===== src/rtl/mem_pkg.sv =====
// Shared definitions for the data-memory side of the MEM stage: access size
// encodings, their byte lengths, and the store-buffer entry layout.
package mem_pkg;

  localparam logic [1:0] WORD     = 2'b11;
  localparam logic [1:0] HALFWORD = 2'b10;
  localparam logic [1:0] BYTE     = 2'b01;
  localparam logic [1:0] NONE     = 2'b00;

  // Widest byte address an entry can hold; narrower buses zero-extend into it.
  localparam int MAX_ADDR_W = 64;

  typedef struct packed {
    logic [MAX_ADDR_W-1:0] addr;
    logic [31:0]           data;
    logic [1:0]            size;
  } entry_t;

  function automatic logic [2:0] byte_len(input logic [1:0] size);
    case (size)
      WORD:     return 3'd4;
      HALFWORD: return 3'd2;
      BYTE:     return 3'd1;
      default:  return 3'd0;
    endcase
  endfunction

endpackage


===== src/rtl/range_overlap.sv =====
// Byte-range intersection test for two accesses, evaluated one bit wider than
// the address so a range ending at the top of the address space never wraps.
module range_overlap
  import mem_pkg::*;
#(
  parameter int AW = MAX_ADDR_W
) (
  input  logic [AW-1:0] a_addr_i,
  input  logic [1:0]    a_size_i,
  input  logic [AW-1:0] b_addr_i,
  input  logic [1:0]    b_size_i,
  output logic          overlap_o
);

  localparam int EW = AW + 1;

  logic [EW-1:0] a_lo, a_hi, b_lo, b_hi;

  assign a_lo = {1'b0, a_addr_i};
  assign b_lo = {1'b0, b_addr_i};
  assign a_hi = a_lo + EW'(byte_len(a_size_i));
  assign b_hi = b_lo + EW'(byte_len(b_size_i));

  assign overlap_o = (a_lo < b_hi) && (b_lo < a_hi);

endmodule


===== src/rtl/store_buffer.sv =====
// Posted store buffer: stores enter a circular FIFO and drain in order to the
// memory port whenever no load needs it; loads hitting a pending store stall.
module store_buffer
  import mem_pkg::*;
#(
  parameter int DEPTH  = 4,
  parameter int ADDR_W = 32
) (
  input  logic                     clk,
  input  logic                     reset,
  input  logic                     st_valid,
  input  logic [ADDR_W-1:0]        st_address,
  input  logic [31:0]              st_data,
  input  logic [1:0]               st_size,
  output logic                     st_ready,
  input  logic                     ld_valid,
  input  logic [ADDR_W-1:0]        ld_address,
  input  logic [1:0]               ld_size,
  output logic                     ld_stall,
  output logic [ADDR_W-1:0]        mem_address,
  output logic [31:0]              mem_write_data,
  output logic [1:0]               mem_size,
  output logic                     mem_write,
  output logic                     mem_read,
  output logic                     empty,
  output logic [$clog2(DEPTH):0]   count
);

  localparam int PW = $clog2(DEPTH);
  localparam int CW = PW + 1;

  entry_t          entries_q [DEPTH];
  logic [PW-1:0]   head_q, head_d;
  logic [PW-1:0]   tail_q, tail_d;
  logic [CW-1:0]   count_q, count_d;
  logic [DEPTH-1:0] hit;
  logic            push, pop, load_go;
  entry_t          head_e, new_e;

  assign st_ready = count_q < CW'(DEPTH);
  assign empty    = (count_q == '0);
  assign count    = count_q;

  // An entry is live when its distance from the head is below the fill count.
  for (genvar gi = 0; gi < DEPTH; gi++) begin : g_cmp
    logic [PW-1:0] offset;
    logic          ovl;

    assign offset = PW'(gi) - head_q;

    range_overlap #(.AW(MAX_ADDR_W)) u_overlap (
      .a_addr_i  (entries_q[gi].addr),
      .a_size_i  (entries_q[gi].size),
      .b_addr_i  (MAX_ADDR_W'(ld_address)),
      .b_size_i  (ld_size),
      .overlap_o (ovl)
    );

    assign hit[gi] = ovl && ({1'b0, offset} < count_q);
  end

  assign ld_stall = ld_valid && (ld_size != NONE) && (|hit);
  assign load_go  = ld_valid && !ld_stall;
  assign pop      = !load_go && !empty;
  assign push     = st_valid && st_ready && (st_size != NONE);

  assign head_e = entries_q[head_q];
  assign new_e  = '{addr: MAX_ADDR_W'(st_address), data: st_data, size: st_size};

  always_comb begin
    mem_address    = '0;
    mem_write_data = '0;
    mem_size       = NONE;
    mem_write      = 1'b0;
    mem_read       = 1'b0;
    if (load_go) begin
      mem_read    = 1'b1;
      mem_address = ld_address;
      mem_size    = ld_size;
    end else if (pop) begin
      mem_write      = 1'b1;
      mem_address    = head_e.addr[ADDR_W-1:0];
      mem_write_data = head_e.data;
      mem_size       = head_e.size;
    end
  end

  always_comb begin
    head_d  = pop  ? head_q + PW'(1) : head_q;
    tail_d  = push ? tail_q + PW'(1) : tail_q;
    count_d = count_q;
    if (push && !pop) begin
      count_d = count_q + CW'(1);
    end else if (!push && pop) begin
      count_d = count_q - CW'(1);
    end
  end

  always_ff @(posedge clk) begin
    if (reset) begin
      head_q  <= '0;
      tail_q  <= '0;
      count_q <= '0;
    end else begin
      head_q  <= head_d;
      tail_q  <= tail_d;
      count_q <= count_d;
    end
  end

  // Payload storage needs no reset: liveness comes solely from head/count.
  always_ff @(posedge clk) begin
    if (push) begin
      entries_q[tail_q] <= new_e;
    end
  end

endmodule


===== config.mk =====
export PLATFORM = sky130hd
export DESIGN_NAME = store_buffer
export DESIGN_NICKNAME = d
export VERILOG_FILES = /design/src/rtl/mem_pkg.sv /design/src/rtl/range_overlap.sv /design/src/rtl/store_buffer.sv
export SDC_FILE = /design/constraint.sdc
export NUM_CORES = 1
export LEC_CHECK = 0
export CAP_MARGIN = 25
export CORE_MARGIN = 2
export CORE_UTILIZATION = 30
export DETAILED_ROUTE_END_ITERATION = 10
export GPL_ROUTABILITY_DRIVEN = 0
export SLEW_MARGIN = 20
export SYNTH_ARGS = -nofsm -noshare
export SYNTH_HDL_FRONTEND = slang
export SYNTH_SLANG_ARGS = --single-unit

===== constraint.sdc =====
create_clock -name clk -period 10.2 [get_ports clk]
set_input_delay 2.04 -clock clk [delete_from_list [all_inputs] [get_ports clk]]
set_output_delay 2.04 -clock clk [all_outputs]
set_load 0.02 [all_outputs]

==> impl_metrics.py <==
metrics = {
    "sta": {
        "finalCritPeriodShare_pct": 96.50,
        "finalMaxSlewViolations": 0,
        "max_freq_ghz": 0.1016,
        "layout_min_cycle_time_ns": 9.843,
        "relSlewSlack_pct": 36.84,
        "finalSetupViolCount": 0,
        "skew_ns": 0.01724,
        "tightest_slew_ns": 0.9235,
        "hold_viol": 0,
        "fin_ws_ns": 0.3572,
    },
    "global_routing": {
        "track_usage_pct": 18.02,
        "grt_pass1_vias": 14757,
        "grt_max_degree": 51,
        "grt_pass1_wl_um": 91660,
        "grt_overflow": 0,
        "antenna_found_initial": 4,
    },
    "synth": {
        "synth_cells": 1633,
        "yosysSeqAreaShare_pct": 41.53,
        "synth.net_count": 1999,
        "syn_area_per_cell_sq_um": 11.96,
        "synth_fa_ha_area_share_pct": 17.17,
        "netlist_area_sq_um": 19520,
        "synth_top_family_by_area": "adder cells",
        "synth_ff_type": "edfxtp_1",
        "synth_edf_count": 264,
        "synthMuxAreaShare_pct": 9.375,
        "synth_async_sr_flop_share_pct": 0,
        "synth-warning-count": 0,
        "synth_compound_area_share_pct": 8.875,
        "synth_simple_gate_area_share_pct": 13.66,
        "synth_xor_area_share_pct": 7.228,
        "yosysUniqueCellTypes": 84,
        "ys_ff_latch": 273,
    },
    "floorplan": {
        "start_util_pct": 30.34,
        "die_area_sq_um": 67140,
        "rows": 93,
        "fp.dieW_um": 259.1,
        "coreArea_sq_um": 64350,
        "ios": 178,
        "dieHeight_um": 259.1,
    },
    "min_path": {
        "min_from": "head_q[1]",
        "holdPathStages": 2,
        "hp-class": "reg2reg",
    },
    "run": {
        "max_cap_viol_count": 0,
    },
    "run_status": {
        "run_status": "finished, final reports clean",
    },
    "power": {
        "p_seq_share_pct": 33.0,
        "p_clk_share_pct": 26.1,
        "power_uw": 4451,
        "p_sw_uw": 1539,
        "combPwrFrac_pct": 40.9,
        "intPower_uw": 2911,
        "peakVddDrop_mv": 0.1571,
        "power_leakage_uw": 0.009297,
        "swShare_pct": 34.59,
        "powerDensity_nw_per_um2": 187.2,
    },
    "layout": {
        "layout_commonest_cell": "edfxtp_1",
        "final_cell_mix": "264 x edfxtp_1, 256 x ha_1, 153 x clkdlybuf4s50_1",
        "fin_cells": 2737,
        "nets": 2223,
        "synthToLayoutAreaGrowth_pct": 21.80,
        "drive_gt1_share_pct": 12.12,
        "fin_area_sq_um": 23780,
    },
    "route": {
        "ant_nets": 0,
        "post_drt_wl_per_cell_um": 22.44,
        "wl_um": 61430,
        "dr_total_vias": 14327,
        "drt_iter0_drc": 867,
        "drc_errors": 0,
        "dr.pass1.iters": 6,
        "vias_per_cell": 5.235,
    },
    "setup_path": {
        "r2r-start": "entries_q[1][0]",
        "startpoint": "ld_size[0]",
        "reg2reg_to": "count[2]",
        "worstPathMaxFanout": 11,
        "end_kind": "primary output",
        "crit_type": "in2out",
        "start_kind": "input pin",
        "required_ns": 8.16,
        "r2r_slack_ns": 3.23,
        "worstPathArrival_ns": 7.80,
        "reg2regPathDepth": 27,
    },
    "placement": {
        "pre_cts_ws_ns": 0.09258,
        "dp.cells": 2677,
        "dp_hpwl_um": 47030,
        "place_area_sq_um": 22600,
        "io_buffers": 177,
    },
    "cts": {
        "numClockSinks": 273,
        "tritoncts": "yes",
        "numCtsBuffers": 31,
        "clock_latency_ns": 0.58,
        "root_buffer": "clkbuf_16",
        "cts_buffer_depth": 3,
        "clk_pin_slew_ns": 0.06,
        "cts_hold_buf": 0,
        "cts_max_level": 1,
    },
}
-- layout make-up --
type | count | area [sq um]
Fill cell | 6241 | 40570
Multi-Input combinational cell | 1264 | 11040
Sequential cell | 273 | 8115
Timing Repair Buffer | 224 | 2262
Tap cell | 855 | 1070
Clock buffer | 34 | 787.0
Clock inverter | 23 | 271.5
Inverter | 63 | 236.5
Antenna cell | 1 | 2.502
-- cell usage after synthesis (14+ instances only) --
library cell	instances	share of area [%]
a21o_1	59	2.3
nand4_1	48	1.5
ha_1	256	16
nand3_1	66	1.7
mux2i_1	34	1.7
and2_1	22	0.70
o21ai_0	33	0.85
and3_1	33	1.1
inv_1	62	1.2
mux4_2	65	7.5
nand2b_1	14	0.45
nor2b_1	28	0.90
xor2_1	76	3.4
a21oi_1	85	2.2
xnor2_1	82	3.7
nor2_1	61	1.2
edfxtp_1	264	41
nand2_1	116	2.2
and2_4	28	1.3
clkbuf_1	18	0.35
and4_1	15	0.67
nor3_1	18	0.46
-- worst max-delay path by stage --
stage,cells past startpoint,endpoint,slack (ns)
2_1_floorplan,23,mem_address[10],1.34
3_3_place_gp,23,mem_size[1],0.29
3_5_place_dp,24,mem_address[4],0.09
4_1_cts,24,mem_address[4],0.12
5_1_grt,24,mem_write_data[0],-0.03
6_report,22,mem_address[12],0.36
-- power by group through the flow --
stage / combinational, uW / sequential [uW] / clock, uW
floorplan: 1170 / 1420 / 0
global placement: 1790 / 1500 / 0
detailed placement: 1840 / 1490 / 0
CTS: 1850 / 1470 / 1190
global route: 1980 / 1480 / 1230
finish: 1820 / 1470 / 1160
-- flip-flops by register name (all words and copies together), names as in the netlist, named ones only --
signal and cells:
entries_q 264, count 3, head_q 2, tail_q 2
-- per-stage QoR --
stage | hold slack, ns | utilization, % | setup TNS (ns)
after CTS | 0.5661 | 36.77 | 0
after floorplan | 0.5067 | - | 0
after detailed placement | 0.5540 | 35.13 | 0
after global placement | 0.5229 | 35.08 | 0
after global routing | 0.6084 | 36.95 | -0.3832
final | 0.5625 | 36.96 | 0
-- critical path, stage by stage --
cell and delay [ns]:
clkdlybuf4s50_1 0.53, nand2b_1 0.21, inv_1 0.06, ha_1 0.26, nand3_1 0.13, and2_1 0.25
nor3_1 0.57, and4_2 0.32, xnor2_1 0.26, ha_1 0.34, and4_1 0.19, a221oi_1 0.31
o31ai_2 0.15, a2111oi_1 0.38, o31ai_1 0.13, nand2_1 0.10, a32o_1 0.25, a211oi_2 0.09
o21ai_4 0.21, buf_12 0.18, mux2i_1 0.20, clkdlybuf4s50_1 0.62
-- cell families after synthesis --
| group | Yosys count |
|---|---|
| DFF | 273 |
| muxes | 100 |
| xor gates and xnor gates | 159 |
| AOI/OAI and AO/OA | 256 |
| adders and majority gates | 265 |
| and+or+nand+nor | 484 |
| buffers and inverters | 96 |
-- metal layers --
layer,up-vias,global-route usage [%],share of wire (%)
met5,-,0,0.055
met4,6,7.482,4.0
met3,116,3.310,5.6
met2,424,31.09,49
met1,7053,22.08,42
li1,6728,-,-
-- repair_timing --
item	in CTS	in global routing
gates resized for setup	0	29
endpoints found under the setup margin	0	69
setup buffers	0	1
Power figures use the tool's default switching activity.
